--- config.mk ---
export PLATFORM = sky130hd
export DESIGN_NAME = md_issue_ctrl
export DESIGN_NICKNAME = d
export VERILOG_FILES = /design/src/rtl/md_pkg.sv /design/src/rtl/md_issue_ctrl.sv
export SDC_FILE = /design/constraint.sdc
export NUM_CORES = 1
export LEC_CHECK = 0
export BUFFER_PORTS_ARGS = -buffer_cell sky130_fd_sc_hd__clkbuf_2
export CAP_MARGIN = 10
export CORE_MARGIN = 2
export CORE_UTILIZATION = 54
export DETAILED_ROUTE_END_ITERATION = 16
export HOLD_SLACK_MARGIN = 0.02
export PLACE_DENSITY = 0.86
export SYNTH_ARGS = -nofsm -noshare
export SYNTH_HDL_FRONTEND = slang
export SYNTH_SLANG_ARGS = --single-unit
--- constraint.sdc ---
create_clock -name clk -period 3.92 [get_ports clk]
set_clock_uncertainty 0.05 [all_clocks]
set_input_delay 0.588 -clock clk [delete_from_list [all_inputs] [get_ports clk]]
set_output_delay 0.588 -clock clk [all_outputs]
set_load 0.01 [all_outputs]
--- src/rtl/md_pkg.sv ---
// Shared encodings for the multiply/divide issue controller: pipeline op codes,
// engine op codes and controller FSM states.
package md_pkg;

  typedef enum logic [2:0] {
    MD_MULT  = 3'd0,
    MD_MULTU = 3'd1,
    MD_DIV   = 3'd2,
    MD_DIVU  = 3'd3,
    MD_MTHI  = 3'd4,
    MD_MTLO  = 3'd5,
    MD_MFHI  = 3'd6,
    MD_MFLO  = 3'd7
  } md_op_e;

  typedef enum logic [1:0] {
    ENG_MULT  = 2'd0,
    ENG_MULTU = 2'd1,
    ENG_DIV   = 2'd2,
    ENG_DIVU  = 2'd3
  } eng_op_e;

  typedef enum logic [1:0] {
    IDLE  = 2'd0,
    START = 2'd1,
    WAIT  = 2'd2
  } md_state_e;

  // Divides by zero are swallowed without an engine launch.
  function automatic logic launches(input md_op_e op, input logic rt_nonzero);
    return (op == MD_MULT) || (op == MD_MULTU) ||
           (((op == MD_DIV) || (op == MD_DIVU)) && rt_nonzero);
  endfunction

endpackage

--- src/rtl/md_issue_ctrl.sv ---
// Pipeline-side initiator for the multiply/divide engine: launches operations,
// owns the architectural HI/LO pair and stalls MD-class ops while busy.
import md_pkg::*;

module md_issue_ctrl #(
  parameter int WIDTH   = 32,
  parameter int TIMEOUT = 64
) (
  input  logic             clk,
  input  logic             reset,
  input  logic             op_valid,
  input  logic [2:0]       op,
  input  logic [WIDTH-1:0] rs_data,
  input  logic [WIDTH-1:0] rt_data,
  output logic             stall,
  output logic [WIDTH-1:0] mf_data,
  output logic             eng_start,
  output logic [1:0]       eng_op,
  output logic [WIDTH-1:0] eng_a,
  output logic [WIDTH-1:0] eng_b,
  input  logic             eng_done,
  input  logic [WIDTH-1:0] eng_hi,
  input  logic [WIDTH-1:0] eng_lo,
  output logic             busy,
  output logic             timeout_err
);

  localparam int CNT_W = $clog2(TIMEOUT + 1);

  md_state_e        state;
  md_op_e           op_e;
  logic [WIDTH-1:0] hi;
  logic [WIDTH-1:0] lo;
  logic [CNT_W-1:0] cnt;
  logic [CNT_W-1:0] cnt_next;
  logic             accept;

  assign op_e     = md_op_e'(op);
  assign busy     = (state != IDLE);
  // Every 3-bit op is MD-class, so any valid op stalls while busy.
  assign stall    = op_valid && busy;
  assign accept   = op_valid && !busy;
  assign cnt_next = cnt + CNT_W'(1);

  always_comb begin
    mf_data = '0;
    if (accept && op_e == MD_MFHI) begin
      mf_data = hi;
    end else if (accept && op_e == MD_MFLO) begin
      mf_data = lo;
    end
  end

  always_ff @(posedge clk or negedge reset) begin
    if (!reset) begin
      state       <= IDLE;
      hi          <= '0;
      lo          <= '0;
      cnt         <= '0;
      eng_start   <= 1'b0;
      eng_op      <= '0;
      eng_a       <= '0;
      eng_b       <= '0;
      timeout_err <= 1'b0;
    end else begin
      eng_start <= 1'b0;
      unique case (state)
        IDLE: begin
          if (accept) begin
            if (launches(op_e, |rt_data)) begin
              state     <= START;
              eng_start <= 1'b1;
              eng_op    <= eng_op_e'(op[1:0]);
              eng_a     <= rs_data;
              eng_b     <= rt_data;
            end else if (op_e == MD_MTHI) begin
              hi <= rs_data;
            end else if (op_e == MD_MTLO) begin
              lo <= rs_data;
            end
          end
        end
        START: begin
          state <= WAIT;
          cnt   <= '0;
        end
        WAIT: begin
          if (eng_done) begin
            hi    <= eng_hi;
            lo    <= eng_lo;
            state <= IDLE;
          end else if (cnt_next == CNT_W'(TIMEOUT)) begin
            cnt         <= cnt_next;
            timeout_err <= 1'b1;
            state       <= IDLE;
          end else begin
            cnt <= cnt_next;
          end
        end
        default: state <= IDLE;
      endcase
    end
  end

endmodule

==> impl_metrics.csv <==
group,metric,value,unit
placed_design,dp_hpwl,12.1,mm
grt,grt_max_degree,95,
logic_synthesis,ys_top_cells_by_count,"nand2_1 (143), dfrtp_1 (141), mux2_2 (80)",
job,maxCapViolCount,0,
sta,final-setup-viol-count,0,
logic_synthesis,yosysMostFrequentCell,"nand2_1",
floorplan,start_util,55.6,%
floorplan,dieArea,13300,sq um
logic_synthesis,synth_edf_count,0,
setup_path,cpPeakStageDelay,0.61,ns
floorplan,die_w,115,um
clock_network,cts_hold_buf,0,
clock_network,tritoncts,"built",
floorplan,fp.dieH,115,um
finish,antenna_cells,0,
pwr,switching_share,30.0,%
pwr,combinationalPowerShare,26.4,%
sta,rsz0062_at_grt,"false",
logic_synthesis,yosys_most_used_dff,"dfrtp_1",
clock_network,ctsResizeCount,0,
setup_path,path_cells,"nor2_1 -> nand4_1 -> buf_4 -> nor2_1 -> clkbuf_2",
logic_synthesis,synthAdderAreaFrac,0.187,%
logic_synthesis,avgSynthCellArea,10.9,sq um
clock_network,postCtsSetupBuffers,0,
floorplan,core_area,12100,sq um
logic_synthesis,synthTopCellsByArea,"dfrtp_1 (53%), mux2_2 (13%), nand2_1 (8.0%), mux2i_1 (4.8%), a41oi_1 (4.2%)",
route,drt-initial-drc-count,319,
grt,globalRouteMet1Util,33.0,%
finish,fillers,918,
setup_path,worst_path_most_repeated_cell,"nor2_1",
sta,fmax,318,MHz
route,viasPerCell,5.58,
route,drt_pass1_iterations,5,
logic_synthesis,yosys.area.top_type,"dfrtp_1",
clock_network,ctsLongestPathBuffers,2,
clock_network,htreeDepth,4,
logic_synthesis,ys_seq_elements,141,
finish,register_area,3530,sq um
min_path,hold_class,"input pin to async pin",
grt,antenna_found_initial,0,
logic_synthesis,synth_area,6710,sq um
logic_synthesis,yosysTopAreaCellShare,52.6,%
sta,hold_violations,0,
sta,finalCriticalPeriod,3.14,ns
finish,multiInputGateArea,2950,sq um
clock_network,cts_root_buf,"clkbuf_16",
logic_synthesis,syn-num-nets,753,
logic_synthesis,yosysUniqueCellTypes,39,
pwr,p_seq_share,43.5,%
logic_synthesis,synth_xor_area_share,0,%
route,routed_wl,17.4,mm
logic_synthesis,synth_top_family_by_area,"multiplexers",
pwr,leakagePower,4.26,nW
logic_synthesis,yosysWarnings,0,
finish,drive_gt1_share,43.7,%
setup_path,worstPathMaxFanout,24,
logic_synthesis,synth_cells,617,
setup_path,cpMaxStageDelayCell,"dfrtp_1",
clock_network,numCtsBuffers,17,
setup_path,crit_arrival,2.50,ns
sta,slew_headroom,41.8,%
floorplan,ioPinCount,237,
grt,grt_use_total,26.7,%
setup_path,path_delay_family,"simple AND/OR/NAND/NOR gates",
grt,globalRouteMet2Util,45.0,%
clock_network,cts_sinks,141,
grt,grt.overflow.total,0,
pwr,peakVddDrop,0.341,mV
run_status,status,"finished clean",
pwr,power_switching,1.56,mW
route,wl_per_cell,17.1,um
route,ant_nets,0,
logic_synthesis,yosys.area_share.simple,13.3,%
finish,fin_cells,1017,
sta,slew_viol_final,0,
route,vias,5670,
setup_path,critical_path_class,"flip-flop to primary output",
logic_synthesis,ys_seq_area_share,52.6,%
pwr,p_int,3.64,mW
grt,top_usage_layer,"met2",
pwr,powerDensity,607,nW/um^2
logic_synthesis,muxShareOfSynthArea,19.9,%
clock_network,insertion_delay,0.41,ns
logic_synthesis,synthArstFlopShare,100,%
setup_path,path_buf_inv,2,
sta,post-route-period-util,80.2,%
placed_design,gp_congestion,0.863,
placed_design,portBuffers,236,
finish,areaGrowthSynthToFinish,28.0,%
pwr,power,5.21,mW
setup_path,cp.required,3.28,ns
setup_path,startpoint_type,"flip-flop",
grt,use_met3,6.28,%
sta,worst_slew_pin_slew,0.873,ns
clock_network,clk_pin_slew,0.06,ns
setup_path,worst_setup_path_end_kind,"primary output",
grt,grt_pass1_vias,5762,
finish,num-nets-final,974,
placed_design,dp_cells,987,
finish,postLayoutCoreUtil,71.2,%
grt,grt_pass1_wl,27.6,mm
floorplan,num_rows,40,
pwr,power_frac_clock,30.2,%
route,drc_errors,0,
logic_synthesis,synth-compound-area-share,10.3,%
sta,tns,0,ns
-- per-layer routing --
| metal | vias to the layer above | part of all wire, % |
|---|---|---|
| li1 | 2626 | - |
| met1 | 2773 | 42 |
| met4 | 0 | 3.2 |
| met2 | 224 | 50 |
| met5 | - | 0 |
| met3 | 47 | 5.2 |
-- final cells by class --
class / instances / area share, %
Clock buffer: 21 / 5.48
Clock inverter: 9 / 1.33
Inverter: 6 / 0.262
Multi-Input combinational cell: 424 / 34.3
Sequential cell: 141 / 41.1
Tap cell: 168 / 2.45
Timing Repair Buffer: 248 / 15.0
-- logic make-up (layout without fill, tap and decap cells) --
group                      after synthesis  in the layout
and+or+nand+nor                        210            210
DFF                                    141            141
muxes                                  120            120
AOI/OAI and AO/OA                       93             93
buffers and inverters                   52            284
adders and majority gates                1              1
-- stage by stage --
stage,hold WS (ns),cell area [sq um],worst slack (ns)
final,0.214,8580,0.777
after global routing,0.263,8580,0.645
after CTS,0.251,8580,0.775
after detailed placement,0.433,8000,1.24
after global placement,0.425,8000,1.23
after floorplan,0.242,6710,1.61
-- path summary, 6_finish.rpt --
path,from,to,slack [ns],cells past startpoint
worst min-delay path,reset,eng_b[21],0.21,1
worst max register to register,state[0],eng_a[17],1.40,4
worst max-delay path,state[0],mf_data[31],0.78,5
max in group asynchronous,reset,lo[11],2.71,2
worst min register to register,eng_b[17],eng_b[17],0.45,1
min in group clk,rt_data[18],eng_b[18],0.36,2
-- cells in the final DEF (no fill, tap or decap), drive strengths merged --
cell,netlist,routed
o22ai,1,1
bufinv,0,2
a31o,1,1
or4b,1,1
nand2b,1,1
nor2b,4,4
a21o,2,2
clkinv,0,4
mux2,88,88
buf,18,13
and2,1,1
inv,6,6
nor2,38,38
nand4bb,1,1
clkbuf,28,256
nand4,5,5
nor4b,3,3
nor3,2,2
and3,1,1
nand2,143,143
ha,1,1
o21ai,4,4
a22o,14,14
dfrtp,141,141
o31ai,1,1
nand3,2,2
nor4,7,7
nand4b,1,1
clkinvlp,0,3
mux2i,32,32
a41oi,32,32
a32o,5,5
a21oi,33,33
-- power groups by stage --
stage / sequential (mW) / combinational, mW / clock (mW)
final: 2.26 / 1.37 / 1.57
after global routing: 2.32 / 1.52 / 1.67
after CTS: 2.26 / 1.39 / 1.60
after detailed placement: 2.27 / 1.38 / 0
after global placement: 2.26 / 1.33 / 0
after floorplan: 2.28 / 0.826 / 0
-- registers in the layout (all words and copies together) (netlist names) --
name         flops
hi              32
eng_start        1
lo              32
timeout_err      1
eng_op           2
eng_a           32
state            2
eng_b           32
cnt              7
-- worst reg2reg max path, delay by kind of cell, from the launching register on --
family / cells / cell delay (ns)
compound gates: 1 / 0.16
simple gates: 1 / 0.85
flops: 1 / 0.61
mux: 1 / 0.39
buf+inv: 1 / 0.34
Power figures use the tool's default switching activity.
